`src/rtl/mult_arb_pkg.sv`:
```
// Shared types and constants for the multiplier-sharing arbiter and its picker.
package mult_arb_pkg;

    localparam int OPW         = 32;
    localparam int PRODW       = 64;
    localparam int TIMEOUT_DEF = 40;

    typedef enum logic [1:0] {
        IDLE  = 2'd0,
        ISSUE = 2'd1,
        WAIT  = 2'd2,
        RESP  = 2'd3
    } arb_state_e;

    // Index arithmetic modulo n, valid for base < n and off <= n.
    function automatic int wrap_inc(input int base, input int off, input int n);
        int sum;
        sum = base + off;
        return (sum >= n) ? sum - n : sum;
    endfunction

endpackage

```
`src/rtl/rr_pick.sv`:
```
// Combinational round-robin picker: first set request at or above ptr, wrapping.
module rr_pick
    import mult_arb_pkg::*;
#(
    parameter int NREQ = 4,
    parameter int IDW  = 2
) (
    input  logic [NREQ-1:0] req,
    input  logic [IDW-1:0]  ptr,
    output logic [NREQ-1:0] gnt,
    output logic [IDW-1:0]  gnt_idx,
    output logic            any
);

    logic [IDW-1:0] idx_s;

    // Scan NREQ positions starting at ptr; the first hit wins.
    always_comb begin
        gnt     = '0;
        gnt_idx = '0;
        any     = 1'b0;
        idx_s   = '0;
        for (int k = 0; k < NREQ; k++) begin
            idx_s = IDW'(wrap_inc(int'(ptr), k, NREQ));
            if (!any && req[idx_s]) begin
                gnt[idx_s] = 1'b1;
                gnt_idx    = idx_s;
                any        = 1'b1;
            end else begin
                any = any;
            end
        end
    end

endmodule

```
`src/rtl/mult_arbiter.sv`:
```
// Shares one iterative signed multiplier among NREQ requesters with round-robin
// arbitration, a single tagged response port and a completion watchdog.
module mult_arbiter
    import mult_arb_pkg::*;
#(
    parameter int NREQ    = 4,
    parameter int IDW     = 2,
    parameter int TIMEOUT = TIMEOUT_DEF
) (
    input  logic                 clk,
    input  logic                 rst,
    input  logic [NREQ-1:0]      req_valid,
    output logic [NREQ-1:0]      req_ready,
    input  logic [NREQ*OPW-1:0]  req_a,
    input  logic [NREQ*OPW-1:0]  req_b,
    output logic                 rsp_valid,
    input  logic                 rsp_ready,
    output logic [IDW-1:0]       rsp_id,
    output logic [PRODW-1:0]     rsp_product,
    output logic                 rsp_err,
    output logic                 mul_start,
    output logic [OPW-1:0]       mul_a,
    output logic [OPW-1:0]       mul_b,
    input  logic                 mul_done,
    input  logic [PRODW-1:0]     mul_product
);

    localparam int WDW = $clog2(TIMEOUT + 1);

    arb_state_e      state_r, state_s;
    logic [IDW-1:0]  rr_ptr_r, gnt_id_r, pick_idx_s;
    logic [NREQ-1:0] pick_gnt_s;
    logic            pick_any_s, accept_s, wait_done_s, wd_fire_s, rsp_hs_s;
    logic [WDW-1:0]  wd_cnt_r;
    logic [OPW-1:0]  sel_a_s, sel_b_s;

    rr_pick #(.NREQ(NREQ), .IDW(IDW)) u_pick (
        .req     (req_valid),
        .ptr     (rr_ptr_r),
        .gnt     (pick_gnt_s),
        .gnt_idx (pick_idx_s),
        .any     (pick_any_s)
    );

    // Operand mux for the current pick, built from constant slices.
    always_comb begin
        sel_a_s = '0;
        sel_b_s = '0;
        for (int k = 0; k < NREQ; k++) begin
            if (pick_idx_s == IDW'(k)) begin
                sel_a_s = req_a[k*OPW +: OPW];
                sel_b_s = req_b[k*OPW +: OPW];
            end else begin
                sel_a_s = sel_a_s;
            end
        end
    end

    // Next-state decode; req_ready is combinational and only ever raised in IDLE.
    always_comb begin
        state_s     = state_r;
        req_ready   = '0;
        accept_s    = 1'b0;
        wait_done_s = 1'b0;
        wd_fire_s   = 1'b0;
        rsp_hs_s    = 1'b0;
        case (state_r)
            IDLE: begin
                if (pick_any_s && !rst) begin
                    accept_s  = 1'b1;
                    req_ready = pick_gnt_s;
                    state_s   = ISSUE;
                end else begin
                    state_s = IDLE;
                end
            end
            ISSUE: state_s = WAIT;
            WAIT: begin
                if (mul_done) begin
                    wait_done_s = 1'b1;
                    state_s     = RESP;
                end else if (wd_cnt_r == WDW'(TIMEOUT - 1)) begin
                    wd_fire_s = 1'b1;
                    state_s   = RESP;
                end else begin
                    state_s = WAIT;
                end
            end
            RESP: begin
                if (rsp_ready) begin
                    rsp_hs_s = 1'b1;
                    state_s  = IDLE;
                end else begin
                    state_s = RESP;
                end
            end
            default: state_s = IDLE;
        endcase
    end

    // State, grant bookkeeping, operand latch, start pulse and watchdog counter.
    always_ff @(posedge clk or posedge rst) begin
        if (rst) begin
            state_r   <= IDLE;
            rr_ptr_r  <= '0;
            gnt_id_r  <= '0;
            wd_cnt_r  <= '0;
            mul_start <= 1'b0;
            mul_a     <= '0;
            mul_b     <= '0;
        end else begin
            state_r   <= state_s;
            mul_start <= accept_s;
            if (accept_s) begin
                mul_a    <= sel_a_s;
                mul_b    <= sel_b_s;
                gnt_id_r <= pick_idx_s;
            end
            if (state_r == ISSUE) begin
                wd_cnt_r <= '0;
            end else if (state_r == WAIT && !mul_done) begin
                wd_cnt_r <= wd_cnt_r + 1'b1;
            end
            if (rsp_hs_s) begin
                rr_ptr_r <= IDW'(wrap_inc(int'(gnt_id_r), 1, NREQ));
            end
        end
    end

    // Response registers stay frozen from capture until the handshake.
    always_ff @(posedge clk or posedge rst) begin
        if (rst) begin
            rsp_valid   <= 1'b0;
            rsp_id      <= '0;
            rsp_product <= '0;
            rsp_err     <= 1'b0;
        end else if (wait_done_s) begin
            rsp_valid   <= 1'b1;
            rsp_id      <= gnt_id_r;
            rsp_product <= mul_product;
            rsp_err     <= 1'b0;
        end else if (wd_fire_s) begin
            rsp_valid   <= 1'b1;
            rsp_id      <= gnt_id_r;
            rsp_product <= '0;
            rsp_err     <= 1'b1;
        end else if (rsp_hs_s) begin
            rsp_valid <= 1'b0;
        end
    end

endmodule

```
`config.mk`:
```
export PLATFORM = sky130hd
export DESIGN_NAME = mult_arbiter
export DESIGN_NICKNAME = d
export VERILOG_FILES = /design/src/rtl/mult_arb_pkg.sv /design/src/rtl/rr_pick.sv /design/src/rtl/mult_arbiter.sv
export SDC_FILE = /design/constraint.sdc
export NUM_CORES = 1
export LEC_CHECK = 0
export CAP_MARGIN = 15
export CORE_AREA = 2 2 181 183
export CTS_CLUSTER_DIAMETER = 150
export DETAILED_ROUTE_END_ITERATION = 7
export DIE_AREA = 0 0 183 185
export GPL_TIMING_DRIVEN = 0
export PLACE_DENSITY = 0.61
export SLEW_MARGIN = 20
export SYNTH_ARGS = -nofsm -noshare
export SYNTH_HDL_FRONTEND = slang
export SYNTH_SLANG_ARGS = --single-unit
```
`constraint.sdc`:
```
create_clock -name clk -period 13.2 [get_ports clk]
set_input_delay 1.98 -clock clk [delete_from_list [all_inputs] [get_ports clk]]
set_output_delay 1.98 -clock clk [all_outputs]
set_load 0.02 [all_outputs]
```
==> qor.yml, run 1 <==
status: "complete, no violations"
ys_types: 54
p_int_w: 0.00200
overflow: 0
fin_skew_ps: 10.5
cts.sinks: 145
synth.avg_cell_area_um2: 10.7
routed_via_density: 5.23
tns_ps: 0
period_share_pct: 55.8
cts_setup_buffers: 0
p_sw_w: 0.00163
holdWs_ps: 497
cts_resized: 0
drv_cap: 0
synth_compound_area_share_pct: 29.9
fin_crit_ps: 7360
place_area_um2: 14400
drive_above_1_share_pct: 11.4
min_path_type: "reg -> reg"
clock_latency_ps: 440
synth_edf_count: 0
synth.area.top_cells: "dfrtp_1, mux2i_1, a22o_1"
synth-simple-area-share_pct: 7.12
clockBufferDepth: 2
seq_area_frac_synth_pct: 39.5
path_class: "in -> out"
syn_inst: 858
async_reset_ff_share_pct: 100
crit_required_ps: 11220
dr_total_vias: 9232
grt_pass1_wl_mm: 56.1
p_clk_share_pct: 13.7
route.detailed.drc: 0
syn-cell-area_um2: 9190
drt_wl_total_mm: 38.1
final_area_um2: 15000
path_clk_slew_ps: 70
synth.largest_area_cell: "dfrtp_1"
numPortBuffers: 463
fmax_mhz: 136
grt_util_all_layers_pct: 21.8
yosysMostFrequentCell: "dfrtp_1"
drtIter0Drc: 503
synthMuxAreaShare_pct: 16.2
ioPinCount: 465
synth_common_cells: "dfrtp_1, mux2i_1, a22o_1"
ys_ff_latch: 145
hold_violations: 0
dpl.hpwl_mm: 29.4
rows: 66
power_density_nw_per_um2: 242
dieWidth_um: 183
rsz0062_at_grt: "no"
tritoncts: "yes"
seqPwrFrac_pct: 21.5
slew_violations: 0
max_slew.worst_pin.slew_ps: 868
p_comb_share_pct: 64.8
crit_arrival_ps: 5380
ys_warn_count: 0
power_leakage_nw: 6.23
htree_levels: 4
final_nets: 1677
synth_fp_nets: 1194
yosys.area_share.xor_xnor_pct: 0.0953
die_area_um2: 33900
netSwitchingFraction_pct: 44.8
synth_ff_type: "dfrtp_1"
start_util_pct: 28.7
synth_top_family_by_area: "compound AO/OA/AOI/OAI gates"
cp-start-kind: "primary input"
routabilityCongestion: 0.834
syn_to_final_growth_pct: 62.9
dr.pass1.iters: 5
worst_setup_path_end_kind: "primary output"
peakVddDrop_mv: 0.107
slew-limit-headroom_pct: 41.7
routedWlPerCell_um: 21.6
crit_fanout: 10
finalSetupViolations: 0
grt_pass1_vias: 9410
cts_hold_buffers: 0
antenna_left: 0
netlist.area_leader.share_pct: 39.5
cts_made_buffers: 17
grt_max_degree: 77
antenna_found_initial: 4
synth_adder_area_share_pct: 1.09
root_buffer: "clkbuf_16"
die_h_um: 185
core_um2: 32000
-- cell families after synthesis --
family                     count (synthesis)
AOI/OAI and AO/OA                        304
xor gates and xnor gates                   1
adders and majority gates                  8
buffers and inverters                    117
DFF                                      145
muxes                                    141
and+or+nand+nor                          142
-- routing by layer --
| metal | track usage (%) | part of all wire, % | wire [um] |
|---|---|---|---|
| met1 | 28.0 | 43 | 16500 |
| met2 | 36.7 | 49 | 18800 |
| met3 | 4.56 | 5.3 | 2020 |
| met4 | 6.98 | 2.2 | 835 |
| met5 | 0 | 0 | 0 |
-- placed cells by master (no fill, tap or decap), drive strengths merged, types with 3 or more instances in the layout --
master and count:
a21oi 27, a221o 32, a221oi 10, a22o 79, a22oi 16, a2bb2oi 28
buf 34, clkbuf 71, clkdlybuf4s50 463, clkinv 3, clkinvlp 5, dfrtp 145
diode 4, ha 8, inv 35, mux2 32, mux2i 106, mux4 3
nand2 60, nand2b 4, nand4b 3, nor2 51, nor2b 3, nor3 4
nor3b 3, o211ai 24, o21ai 14, o221ai 39, o22ai 28
-- critical path, stage by stage --
cell             delay, ps
clkdlybuf4s50_1        510
nor3_1                 760
o41ai_2                380
clkbuf_1               370
buf_1                  350
a21oi_1                330
clkdlybuf4s50_1        690
-- power by group through the flow --
| stage | clock, W | combinational [W] | sequential, W |
|---|---|---|---|
| floorplan | 0 | 0.00123 | 0.00100 |
| global placement | 0 | 0.00233 | 0.000782 |
| detailed placement | 0 | 0.00236 | 0.000783 |
| CTS | 0.000510 | 0.00237 | 0.000780 |
| global route | 0.000528 | 0.00251 | 0.000809 |
| finish | 0.000497 | 0.00235 | 0.000780 |
-- registers in the layout (all words and copies together), names as in the netlist --
name / flops
rr_ptr_r: 2
rsp_valid: 1
mul_a: 32
mul_b: 32
mul_start: 1
rsp_err: 1
gnt_id_r: 2
rsp_id: 2
wd_cnt_r: 6
rsp_product: 64
state_r: 2
-- area by class of cell --
class | instances | area [um2]
Fill cell | 3047 | 17100
Multi-Input combinational cell | 596 | 5010
Timing Repair Buffer | 464 | 4660
Sequential cell | 145 | 3630
Tap cell | 408 | 510
Buffer | 85 | 438
Clock buffer | 19 | 433
Clock inverter | 13 | 153
Inverter | 32 | 128
Antenna cell | 4 | 10.0
-- per-stage QoR --
stage,power (W),cells,util [%],worst slack (ps)
after CTS,0.00366,1762,46.7,5610
after detailed placement,0.00314,1730,44.9,5620
after floorplan,0.00223,858,-,7330
after global placement,0.00311,1729,44.7,4700
final,0.00363,1766,46.7,5840
after global routing,0.00384,1766,46.7,5460
-- path summary, 6_finish.rpt --
kind,startpoint,end,slack (ps),cells past startpoint
setup / recovery,rst,req_ready[3],5840,7
hold / removal,rsp_valid$_DFFE_PP0P_,rsp_valid$_DFFE_PP0P_,500,2
setup reg to reg,rr_ptr_r[0]$_DFFE_PP0P_,mul_b[22]$_DFFE_PP0P_,8120,16
hold reg to reg,rsp_valid$_DFFE_PP0P_,rsp_valid$_DFFE_PP0P_,500,2
max in group asynchronous,rst,mul_a[20]$_DFFE_PP0P_,10370,3
min in group asynchronous,rst,state_r[1]$_DFF_PP0_,2050,2
Note: power is estimated with default switching activity, not from simulation.
==> inputs of run 2 (changes only) <==
Settings changed: CORE_AREA 2 2 181 183 to 2 2 182 184, DIE_AREA 0 0 183 185 to 0 0 184 186.
Clock period 13.2 ns to 7.1 ns, I/O delays scaled along.
==> run 2 against run 1 <==
  * Clock skew decreased by 4.3 ps
  * Largest cell class unchanged
  * First-iteration DRC count increased by 23%
  * Critical endpoint unchanged
  * Sequential share of layout area increased by 0.085 points
  * Register-to-register slack got worse by 6000 ps
  * Highest routed layer unchanged
  * Critical path type is now reg -> out
  * Wire length about the same
  * Combinational power increased by 86%
  * Non-clock buffer count unchanged
  * Cell area decreased by 0.35%
==> qor.yml, run 2 (synthesis results as in run 1) <==
path_class: "reg -> out"  # was in -> out
regMostFlops: "rsp_product"  # unchanged
crit_slowest_cell: "clkdlybuf4s50_1"  # was nor3_1
crit_fanout: 12  # was 10
cts.sinks: 145  # unchanged
slew_violations: 0  # unchanged
drt_wl_total_mm: 38.1  # about the same
cts_made_buffers: 17  # unchanged
dpl.hpwl_mm: 29.7  # was 29.4 mm
antenna_found_initial: 3  # was 4
power_density_nw_per_um2: 447  # was 242 nW/um2
finalPower_w: 0.00667  # was 0.00363 W
clockBufferDepth: 2  # unchanged
pre_cts_ws_ps: 1210  # was 5620 ps
status: "complete, no violations"  # unchanged
crit_arrival_ps: 5270  # was 5380 ps
layout_commonest_cell: "clkdlybuf4s50_1"  # unchanged
dr_total_vias: 9146  # was 9232
cts_hold_buffers: 0  # unchanged
largest_reg_flops: 64  # unchanged
top_usage_layer: "met2"  # unchanged
place_area_um2: 14400  # about the same
tritoncts: "yes"  # unchanged
syn_to_final_growth_pct: 62.4  # was 62.9%
grt_util_all_layers_pct: 21.7  # was 21.8%
rsz0062_at_grt: "no"  # unchanged
cp-start-kind: "register"  # was primary input
final_nets: 1677  # unchanged
path_clk_slew_ps: 70  # about the same
final_cell_mix: "clkdlybuf4s50_1, dfrtp_1, mux2i_1"  # unchanged
ioPinCount: 465  # unchanged
numPortBuffers: 463  # unchanged
use_met1_pct: 28.2  # was 28.0%
gr-usage-met2_pct: 35.4  # was 36.7%
htree_levels: 4  # unchanged
drtIter0Drc: 621  # was 503
worst_setup_path_end_kind: "primary output"  # unchanged
crit_buf_inv: 7  # was 4
grt_pass1_vias: 9177  # was 9410
root_buffer: "clkbuf_16"  # unchanged
placed_cells: 1730  # unchanged
min_path_type: "reg -> reg"  # unchanged
power_leakage_nw: 6.22  # was 6.23 nW
grt_pass1_wl_mm: 55.7  # was 56.1 mm
reg_top3: "rsp_product (64), mul_a (32), mul_b (32)"  # unchanged
holdWs_ps: 476  # was 497 ps
period_share_pct: 89.3
crit_required_ps: 6030  # was 11220 ps
die_area_um2: 34200  # was 33900 um2
drive_above_1_share_pct: 11.4  # about the same
setup_ws_ps: 761  # was 5840 ps
die_h_um: 186  # was 185 um
routabilityCongestion: 0.828  # was 0.834
overflow: 0  # unchanged
grt_max_degree: 81  # was 77
path_cells: "buf_6 > clkbuf_1 > inv_1 > clkbuf_1 > buf_1 > ha_1 > buf_2 > nor3b_1 > o21ai_0 > o211ai_1 > nand2_1 > a21oi_1 > clkdlybuf4s50_1"  # was clkdlybuf4s50_1 > nor3_1 > o41ai_2 > clkbuf_1 > buf_1 > a21oi_1 > clkdlybuf4s50_1
final_cells: 1765  # was 1766
slew-limit-headroom_pct: 45.1  # was 41.7%
crit_path_max_incr_delay_ps: 710  # was 760 ps
start_util_pct: 28.5  # was 28.7%
final_area_um2: 14900  # was 15000 um2
drv_cap: 0  # unchanged
max_slew.worst_pin.slew_ps: 817  # was 868 ps
peakVddDrop_mv: 0.196  # was 0.107 mV
fin_crit_ps: 6340
cts_resized: 0  # unchanged
grtUsageMet3_pct: 4.42  # was 4.56%
hold_violations: 0  # unchanged
antenna_left: 0  # unchanged
cts_setup_buffers: 0  # unchanged
critPathTopFamily: "buffers and inverters"  # unchanged
rows: 66  # unchanged
route.detailed.drc: 0  # unchanged
core_um2: 32200  # was 32000 um2
clock_latency_ps: 440  # about the same
routedWlPerCell_um: 21.6  # about the same
routed_via_density: 5.18  # was 5.23
cpMostUsedCell: "clkbuf_1"  # was clkdlybuf4s50_1
fmax_mhz: 158
dr.pass1.iters: 5  # unchanged
dieWidth_um: 184  # was 183 um
finalSetupViolations: 0  # unchanged
fin_skew_ps: 6.26  # was 10.5 ps
[run 2: where the power goes]
part	total [W]	switching, W	internal [W]
Combinational	0.00436	0.00237	0.00199
Clock	0.000859	0.000408	0.000451
Sequential	0.00145	0.000244	0.00121
[run 2: worst reg2reg max path, stage by stage, from the launching register on]
cell and delay [ps]:
dfrtp_1 440, buf_6 170, clkbuf_1 230, inv_1 150, clkbuf_1 490, buf_1 670
ha_1 390, buf_2 220, nor3b_1 210, o21ai_0 90, o211ai_1 630, o21a_1 260
buf_2 170, buf_6 240, buf_6 220, o211ai_1 120, a22o_1 220
[run 2: cell type report]
| type | count | area [um2] |
|---|---|---|
| clock inverters | 14 | 106 |
| clock buffers | 18 | 429 |
| inverters | 32 | 128 |
| plain buffers | 85 | 438 |
| multi-input cells | 596 | 5010 |
| diodes | 3 | 7.51 |
| flip-flops and latches | 145 | 3630 |
| well taps | 408 | 510 |
| fillers | 3069 | 17300 |
| repair buffers | 464 | 4660 |
[run 2: metrics by stage]
stage / TNS [ps] / utilization (%)
3_3_place_gp: -81470 / 44.5
4_1_cts: 0 / 46.3
3_5_place_dp: 0 / 44.6
2_1_floorplan: 0 / -
6_report: 0 / 46.3
5_1_grt: 0 / 46.3
[run 2: worst paths after layout]
path                                          from                     to  slack, ps  depth (start not counted)
min in group asynchronous                      rst   state_r[1]$_DFF_PP0_       1100                          2
hold reg to reg              rsp_valid$_DFFE_PP0P_  rsp_valid$_DFFE_PP0P_        480                          2
hold / removal               rsp_valid$_DFFE_PP0P_  rsp_valid$_DFFE_PP0P_        480                          2
max in group asynchronous                      rst    mul_start$_DFF_PP0_       5190                          3
setup / recovery           rr_ptr_r[0]$_DFFE_PP0P_           req_ready[3]        760                         13
setup reg to reg           rr_ptr_r[0]$_DFFE_PP0P_  mul_b[24]$_DFFE_PP0P_       2080                         16
[run 2: layer usage]
layer  routed length (um)  vias up
li1                     -     4300
met1                16500     4441
met2                18400      344
met3                 2200       61
met4                 1080        0
met5                    0        -
==> inputs of run 3 (changes only) <==
Settings changed: PLACE_DENSITY 0.61 to 0.68.
==> run 3 against run 2 <==
  * Clock skew up 4.7 ps
  * Total power up 1.8%
  * Sequential cell count unchanged
  * Utilization up 0.21 points
  * Final cell count about the same
  * Via count up 1.9%
  * Critical endpoint unchanged
  * Critical path depth unchanged
  * Highest routed layer unchanged
  * Non-clock buffer count unchanged
  * First-iteration DRC count down 7.4%
  * Combinational power about the same
  * Critical path type unchanged
  * Clock-buffer cell count unchanged
  * Worst setup slack better by 94 ps
==> qor.yml, run 3 (synthesis results as in run 1) <==
grt_util_all_layers_pct: 21.8  # was 21.7%
path_clk_slew_ps: 60  # was 70 ps
reg_top3: "rsp_product (64), mul_a (32), mul_b (32)"  # unchanged
fmax_mhz: 160  # was 158 MHz
whs_path_depth: 2  # unchanged
period_share_pct: 88.0  # was 89.3%
cts_made_buffers: 17  # unchanged
rows: 66  # unchanged
clock_latency_ps: 450  # was 440 ps
cts_setup_buffers: 0  # unchanged
crit_fanout: 12  # unchanged
rr_worst_depth: 15  # was 16
drive_above_1_share_pct: 11.5  # was 11.4%
peakVddDrop_mv: 0.211  # was 0.196 mV
max_slew.worst_pin.slew_ps: 908  # was 817 ps
status: "complete, no violations"  # unchanged
slew_violations: 0  # unchanged
layout_commonest_cell: "clkdlybuf4s50_1"  # unchanged
drtIter0Drc: 575  # was 621
largest_reg_flops: 64  # unchanged
cts_resized: 0  # unchanged
htree_levels: 4  # unchanged
grt_pass1_wl_mm: 56.7  # was 55.7 mm
power_density_nw_per_um2: 453  # was 447 nW/um2
dr_total_vias: 9321  # was 9146
finalPower_w: 0.00679  # was 0.00667 W
fin_crit_ps: 6240  # was 6340 ps
drv_cap: 0  # unchanged
routabilityCongestion: 0.826  # was 0.828
worstReg2RegStart: "rr_ptr_r[0]$_DFFE_PP0P_"  # unchanged
r2r-end: "mul_a[3]$_DFFE_PP0P_"  # was mul_b[24]$_DFFE_PP0P_
r2r_setup_slack_ps: 2070  # was 2080 ps
grtUsageMet3_pct: 4.38  # was 4.42%
route.detailed.drc: 0  # unchanged
top_usage_layer: "met2"  # unchanged
drt_wl_total_mm: 38.4  # was 38.1 mm
rsz0062_at_grt: "no"  # unchanged
final_cell_mix: "clkdlybuf4s50_1, dfrtp_1, mux2i_1"  # unchanged
syn_to_final_growth_pct: 63.1  # was 62.4%
grt_max_degree: 89  # was 81
gr-usage-met2_pct: 36.8  # was 35.4%
numPortBuffers: 463  # unchanged
grt_pass1_vias: 9691  # was 9177
clockBufferDepth: 2  # unchanged
root_buffer: "clkbuf_16"  # unchanged
power_leakage_nw: 6.26  # was 6.22 nW
finalSetupViolations: 0  # unchanged
worst_setup_path_end_kind: "primary output"  # unchanged
cp-start-kind: "register"  # unchanged
tns_ps: 0  # unchanged
core_um2: 32200  # unchanged
cts.sinks: 145  # unchanged
antenna_found_initial: 1  # was 3
dpl.hpwl_mm: 29.8  # was 29.7 mm
antenna_left: 0  # unchanged
start_util_pct: 28.5  # unchanged
routedWlPerCell_um: 21.8  # was 21.6 um
slew-limit-headroom_pct: 39.5  # was 45.1%
tritoncts: "yes"  # unchanged
ioPinCount: 465  # unchanged
dr.pass1.iters: 5  # unchanged
use_met1_pct: 27.1  # was 28.2%
crit_required_ps: 6030  # about the same
dieWidth_um: 184  # unchanged
routed_via_density: 5.28  # was 5.18
hold_violations: 0  # unchanged
fin_skew_ps: 11.0  # was 6.26 ps
min_path_type: "reg -> reg"  # unchanged
cts_hold_buffers: 0  # unchanged
final_nets: 1677  # unchanged
die_h_um: 186  # unchanged
crit_arrival_ps: 5180  # was 5270 ps
die_area_um2: 34200  # unchanged
regMostFlops: "rsp_product"  # unchanged
overflow: 0  # unchanged
hp-start: "rsp_valid$_DFFE_PP0P_"  # unchanged
path_class: "reg -> out"  # unchanged
holdPathEnd: "rsp_valid$_DFFE_PP0P_"  # unchanged
-- run 3: cell types whose count changed in the layout (fill, tap and decap cells not counted), sizes merged --
cell	delta
bufinv	+2
clkinv	-3
clkinvlp	-2
inv	+3
diode	-1
-- run 3: worst max-delay path by stage --
stage                                  startpoint                      end  slack, ps  depth (start not counted)
after global routing      rr_ptr_r[0]$_DFFE_PP0P_             req_ready[3]        380                         13
after CTS                 rr_ptr_r[0]$_DFFE_PP0P_             req_ready[3]        690                         13
after floorplan                               rst  gnt_id_r[0]$_DFFE_PP0P_       2140                          1
after global placement                        rst    mul_a[28]$_DFFE_PP0P_       -260                          2
final                     rr_ptr_r[0]$_DFFE_PP0P_             req_ready[3]        860                         13
after detailed placement  rr_ptr_r[0]$_DFFE_PP0P_             req_ready[3]       1230                         13
-- run 3: area by class of cell --
type                    instances  area [um2]
diodes                          2        5.00
plain buffers                  85         438
clock buffers                  18         439
clock inverters                14         168
fillers                      2977       17200
inverters                      32         128
multi-input cells             596        5010
flip-flops and latches        145        3630
well taps                     408         510
repair buffers                464        4660
-- run 3: report_power, final --
group          total, W  switching, W  internal, W
clock network  0.000963      0.000423     0.000540
logic           0.00437       0.00238      0.00199
registers       0.00146      0.000251      0.00121
-- run 3: routing by layer --
layer  share of wire (%)  wire [um]  vias up
li1                    -          -     4314
met4                 3.0       1170        0
met5                   0          0        -
met3                 5.9       2260       64
met1                  41      15900     4582
met2                  50      19100      361
-- run 3: metrics by stage --
stage	util, %	cells	area [um2]	hold slack, ps	setup slack (ps)
5_1_grt	46.5	1764	15000	519	379
4_1_cts	46.5	1762	15000	483	694
3_5_place_dp	44.6	1730	14400	468	1230
6_report	46.5	1764	15000	484	855
3_3_place_gp	44.5	1729	14300	465	-260
2_1_floorplan	-	858	9190	487	2140
-- run 3: worst max-delay path: stages, from the launching register on --
cell and delay, ps:
dfrtp_1 440, buf_6 170, clkbuf_1 220, inv_1 140, clkbuf_1 520, buf_1 720, ha_1 380, buf_2 200
nor3b_1 200, o21ai_0 90, o211ai_1 610, nand2_1 110, a21oi_1 160, clkdlybuf4s50_1 750
